`src/rtl/clock_hms.sv`:
```
// HH:MM:SS clock: prescaled seconds tick, BCD seconds/minutes/hours chain,
// run/pause/set control and six active-low 7-segment digit outputs.
module clock_hms #(
  parameter int unsigned DIV   = 50000000,
  parameter int unsigned HOURS = 24
) (
  input  logic       CLK,
  input  logic       RST,
  input  logic [3:0] SW,
  output logic [6:0] HEX0,
  output logic [6:0] HEX1,
  output logic [6:0] HEX2,
  output logic [6:0] HEX3,
  output logic [6:0] HEX4,
  output logic [6:0] HEX5,
  output logic       TICK
);

  localparam int unsigned   PW         = $clog2(DIV);
  localparam logic [PW-1:0] PRESC_LAST = PW'(DIV - 1);
  localparam logic [7:0]    BCD_59     = 8'h59;
  localparam logic [7:0]    HR_LAST    = {4'((HOURS - 1) / 10), 4'((HOURS - 1) % 10)};

  typedef enum logic [1:0] {
    MODE_RUN,
    MODE_PAUSE,
    MODE_SET
  } mode_e;

  logic [PW-1:0] presc_q, presc_d;
  logic [7:0]    sec_q, sec_d;
  logic [7:0]    min_q, min_d;
  logic [7:0]    hr_q, hr_d;
  logic [3:0]    sw_s1_q, sw_s2_q, sw_d_q;
  logic [3:0]    sw_rise;
  mode_e         mode;

  // Packed BCD {tens, ones} increment, wrapping to 00 after the given last value.
  function automatic logic [7:0] bcd_inc(input logic [7:0] v, input logic [7:0] last);
    if (v == last)
      return 8'h00;
    else if (v[3:0] == 4'd9)
      return {v[7:4] + 4'd1, 4'd0};
    else
      return {v[7:4], v[3:0] + 4'd1};
  endfunction

  function automatic logic [6:0] seg7(input logic [3:0] d);
    case (d)
      4'd0:    return 7'b1000000;
      4'd1:    return 7'b1111001;
      4'd2:    return 7'b0100100;
      4'd3:    return 7'b0110000;
      4'd4:    return 7'b0011001;
      4'd5:    return 7'b0010010;
      4'd6:    return 7'b0000010;
      4'd7:    return 7'b1111000;
      4'd8:    return 7'b0000000;
      4'd9:    return 7'b0010000;
      default: return 7'b1111111;
    endcase
  endfunction

  assign sw_rise = sw_s2_q & ~sw_d_q;

  always_comb begin
    if (sw_s2_q[1])
      mode = MODE_SET;
    else if (sw_s2_q[0])
      mode = MODE_PAUSE;
    else
      mode = MODE_RUN;
  end

  assign TICK = (mode == MODE_RUN) && (presc_q == PRESC_LAST);

  // Whole sec->min->hour carry chain resolves combinationally within one tick.
  always_comb begin
    presc_d = presc_q;
    sec_d   = sec_q;
    min_d   = min_q;
    hr_d    = hr_q;
    case (mode)
      MODE_SET: begin
        presc_d = '0;
        sec_d   = '0;
        if (sw_rise[2]) min_d = bcd_inc(min_q, BCD_59);
        if (sw_rise[3]) hr_d  = bcd_inc(hr_q, HR_LAST);
      end
      MODE_RUN: begin
        if (TICK) begin
          presc_d = '0;
          sec_d   = bcd_inc(sec_q, BCD_59);
          if (sec_q == BCD_59) begin
            min_d = bcd_inc(min_q, BCD_59);
            if (min_q == BCD_59) hr_d = bcd_inc(hr_q, HR_LAST);
          end
        end else begin
          presc_d = presc_q + PW'(1);
        end
      end
      default: ;
    endcase
  end

  always_ff @(posedge CLK) begin
    if (!RST) begin
      presc_q <= '0;
      sec_q   <= '0;
      min_q   <= '0;
      hr_q    <= '0;
      sw_s1_q <= '0;
      sw_s2_q <= '0;
      sw_d_q  <= '0;
    end else begin
      presc_q <= presc_d;
      sec_q   <= sec_d;
      min_q   <= min_d;
      hr_q    <= hr_d;
      sw_s1_q <= SW;
      sw_s2_q <= sw_s1_q;
      sw_d_q  <= sw_s2_q;
    end
  end

  assign HEX0 = seg7(sec_q[3:0]);
  assign HEX1 = seg7(sec_q[7:4]);
  assign HEX2 = seg7(min_q[3:0]);
  assign HEX3 = seg7(min_q[7:4]);
  assign HEX4 = seg7(hr_q[3:0]);
  assign HEX5 = seg7(hr_q[7:4]);

endmodule

```
`config.mk`:
```
export PLATFORM = sky130hd
export DESIGN_NAME = clock_hms
export DESIGN_NICKNAME = d
export VERILOG_FILES = /design/src/rtl/clock_hms.sv
export SDC_FILE = /design/constraint.sdc
export NUM_CORES = 1
export LEC_CHECK = 0
export ABC_AREA = 1
export BUFFER_PORTS_ARGS = -buffer_cell sky130_fd_sc_hd__clkbuf_2
export CORE_MARGIN = 5
export CORE_UTILIZATION = 47
export CTS_BUF_LIST = sky130_fd_sc_hd__clkbuf_8 sky130_fd_sc_hd__clkbuf_16
export DETAILED_ROUTE_END_ITERATION = 12
export GPL_TIMING_DRIVEN = 0
export PLACE_DENSITY = 0.65
export RECOVER_POWER = 100
export SKIP_LAST_GASP = 1
export SLEW_MARGIN = 20
export SYNTH_ARGS = -nofsm -noshare
export SYNTH_HDL_FRONTEND = slang
export SYNTH_SLANG_ARGS = --single-unit
```
`constraint.sdc`:
```
create_clock -name CLK -period 5.4 [get_ports CLK]
set_input_delay 1.08 -clock CLK [delete_from_list [all_inputs] [get_ports CLK]]
set_output_delay 1.08 -clock CLK [all_outputs]
set_load 0.03 [all_outputs]
```
# Yosys cells after proc, flatten, opt, wreduce, memory -nomap -nowiden
# Memories as Yosys holds them, arrays and structs flattened. A register that Yosys moved wholly into a read port is not among the register bits.
# Cells that the tools add are included.
# totals
inputBits	6
reg_bits	62
mem_count	6
rom_bits	672
elab_cells	77
# classes
n_reduce_logical	7
addsub	7
eq_ne	14
bitwise	2
mux	33
# memory_table
name	depth	word_bits	read_ports	rd_ports_with_merged_regs	write_ports	line	rtl
(name not given)	16	7	1	1	0	49	case (d)
(name not given)	16	7	1	1	0	49	
(name not given)	16	7	1	1	0	49	
(name not given)	16	7	1	1	0	49	
(name not given)	16	7	1	1	0	49	
(name not given)	16	7	1	1	0	49	
# op_table
op	n
$mux 8	14
$pmux 26 s2	1
$mux 4	12
$pmux 8 s2	3
$add 26x1->26 const B	1
$eq 26x26->1 const B	1
$mux 26	1
$add 4x1->4 const B	6
$eq 8x7->1 const B	2
$eq 4x4->1 const B	3
$eq 8x6->1 const B	1
$ne 2x2->1 const B	3
$reduce_and 5->1	1
$and 4x4->4	1
$ne 2x1->1 const B	2
$not 4->4	1
$reduce_and 4->1	1
$ne 3x1->1 const B	1
$reduce_and 3->1	1
$eq 2x2->1 const B	1
$logic_not 2->1	1
$mux 2	1
$reduce_and 2->1	1
$reduce_bool 2->1	1
other kinds (2)	2

# Logic depth before layout (Yosys ltp)
# logic_depth
depth_word	9
mapped_depth	18

# Worst setup path after synthesis
# Ideal clock, no wire load.
# synth_path
path_kind	input to register
start	input port RST
end	register, netlist name HEX5[3]
required_time_ps	5286
t_arrival_ps	2485
stages	9
path_buffers	3
path_slack_ps	2801
cell_sequence	buf_2 -> buf_4 -> buf_1 -> nand2_1 -> ha_1 -> nand4_1 -> nand2_1 -> nand2_1 -> nand2_1
# synth_between
elab_chain_len	1
# synth_lines
element	line	rtl
start, declared	8	input logic RST,
$mux 4 (no source line)	--	
# No other way between the ends.
# A chain may end at the register's enable or synchronous reset.

# Worst setup path in the final report
# layout_path
start	input port RST
end	register, netlist name HEX5[3]
# layout_between
elab_chain_len	1
# layout_lines
element
$mux 4 (no source line)
# No other way between the ends.

==> reports/metrics.yaml <==
timing:
  maxSlewViolCount: 0
  clock.fmax_mhz: 294
  rsz0062_at_grt: "no"
  finalCriticalPeriod_ns: 3.40
  setup_viol: 0
  finalSetupTns_ns: 0
  skew_ns: 0.00535
  worst_slew_pin_slew_ns: 0.745
  final_hold_viol_count: 0
  min_period_over_period_pct: 63.0
  timing.slew.headroom_pct: 50.3
die:
  start_util_pct: 48.3
  rows: 39
  dieArea_um2: 14100
  die_w_um: 119
  num_io_pins: 49
  core_um2: 11500
  die_h_um: 119
layout:
  fin_cells: 949
  area_growth_pct: 9.57
  fin_nets: 851
  n_antenna_cell: 0
  mostFrequentLayoutCells: "210 x nand2_1, 102 x dfxtp_1, 100 x inv_1, 75 x nand3_1"
  mostFrequentLayoutCell: "nand2_1"
  final_layout_size_suffix_gt1_share_pct: 8.19
clock_network:
  cts_buffers: 9
  hold_buffers: 0
  cts.sinks: 102
  clk_pin_slew_ns: 0.06
  cts-root-buf: "clkbuf_16"
  cts_tree: "built"
  ctsResizeCount: 0
  insertion_delay_ns: 0.35
  post_cts_buffers: 0
  cts_buffer_depth: 2
  htree_levels: 3
logic_synthesis:
  async_flop_share_pct: 0
  avgSynthCellArea_um2: 7.45
  synth_cell_types: 45
  seq_area_frac_synth_pct: 36.8
  ys.flop_type: "dfxtp_1"
  syn_nets: 793
  synth_seq_cells: 102
  netlist_instances: 744
  synth_edf_count: 0
  netlist_area_um2: 5540
  ys_warn_count: 0
place:
  hpwl_um: 8570
  place.port_buffers: 47
  gp_congestion: 0.907
  dpl.cell_count: 934
route:
  vias: 4717
  ant_nets: 0
  drt_pre_antenna_iters: 7
  routed.top_layer: "met4"
  drc_errors: 0
  route.met2.wl_um: 5220
  wl_met3_um: 534
  wirelength_met1_um: 5380
  finalWirelength_um: 11400
  drt-initial-drc-count: 207
  vias_per_cell: 4.97
  wl_per_cell_um: 12.0
setup_path:
  r2r_cells: 15
  cp.arrival_ns: 3.65
  endpoint_kind: "flip-flop"
  start_kind: "primary input"
  cp.required_ns: 5.65
  reg2reg_from: "presc_q[0]"
  critPathLaunch: "RST"
  crit_fanout: 10
  crit_type: "primary input to flip-flop"
worst_hold_path:
  hold_path.startpoint: "sw_s1_q[1]"
  holdPathStages: 2
  min_path_type: "flip-flop to flip-flop"
global_routing:
  grt_antenna_before_repair: 0
  grt_max_degree: 15
  track_usage_pct: 16.7
  grt_first_pass_wirelength_um: 19800
  grt_overflow: 0
  grt_pass1_vias: 4476
pwr:
  peakVddDrop_mv: 0.167
  leakagePower_uw: 0.00309
  internal-power_uw: 1150
  netSwitchingFraction_pct: 22.4
  pwr-share-comb_pct: 5.5
  p_per_area_nw_per_um2: 243
  pwr-share-clk_pct: 42.4
  power.switching_uw: 331
  share_seq_of_total_power_pct: 52.1
status:
  status: "complete, no violations"
flow_run:
  maxCapViolations: 0
cell usage after synthesis, drive strengths merged, types with 2 or more instances:
cell    count  area, um^2
o22ai       3        18.8
dfxtp     102        2040
nand3b     17         128
a21oi      17        96.4
or2         8        50.1
o21ai      18         120
ha         43         538
nor2       61         298
nor3       11        60.1
inv       105         404
xnor2       4        35.0
clkbuf      2        7.51
nand3      76         428
clkinv      2        10.0
nand4      21         146
buf        10        62.6
nand2     225         947
xor2       10        87.6
nor4        3        18.8
power by group through the flow:
stage	clock network, uW	registers (uW)	logic [uW]
final	626	770	82.1
after floorplan	0	797	56.2
after global routing	671	771	93.1
after CTS	647	770	90.1
after detailed placement	0	787	89.8
after global placement	0	787	88.1
final cells by class:
| class | count | area [um^2] |
|---|---|---|
| Sequential cell | 102 | 2040 |
| Clock buffer | 10 | 239 |
| Inverter | 107 | 414 |
| Timing Repair Buffer | 47 | 181 |
| Buffer | 12 | 55.1 |
| Clock inverter | 5 | 45.0 |
| Multi-Input combinational cell | 523 | 2920 |
| Fill cell | 1135 | 5390 |
| Tap cell | 143 | 179 |
critical path: stages:
cell	delay (ns)
clkbuf_1	0.50
clkbuf_1	0.64
clkbuf_1	0.51
nand2_1	0.30
ha_1	0.36
nand4_1	0.09
nand2_1	0.06
nand2_1	0.05
nand2_1	0.05
final timing paths:
path	slack [ns]	endpoint
min reg2reg	0.41	sw_s2_q[1]
min	0.41	sw_s2_q[1]
max	2.00	HEX5[3]
max reg2reg	2.40	HEX2[3]
through the flow:
step	utilization (%)	instance area (um^2)	hold WS [ns]	setup slack [ns]	total power, uW
detailed placement	51.9	5960	0.399	2.20	877
global route	53.0	6070	0.433	1.79	1540
finish	53.0	6070	0.411	2.00	1480
floorplan	-	5540	0.390	2.80	853
global placement	51.9	5960	0.394	2.27	875
CTS	54.4	6240	0.414	2.46	1510
logic make-up after synthesis:
| family | Yosys count | synth area share [%] |
|---|---|---|
| AO/OA/AOI/OAI | 43 | 4.92 |
| XOR/XNOR | 14 | 2.21 |
| adder cells (fa/ha/maj) | 43 | 9.71 |
| buffers and inverters | 119 | 8.74 |
| flip-flops | 102 | 36.8 |
| AND/OR/NAND/NOR | 423 | 37.6 |
per-layer routing:
layer	vias to the layer above	track usage, %
met3	25	3.77
met4	0	7.30
li1	2469	-
met1	2119	20.7
met2	104	27.6
met5	-	0
sequential cells by signal (all words and copies together) (netlist names), 8 cells and up:
name / cells
hr_q: 8
presc_q: 26
sec_q: 8
min_q: 8
Power figures use the tool's default switching activity.
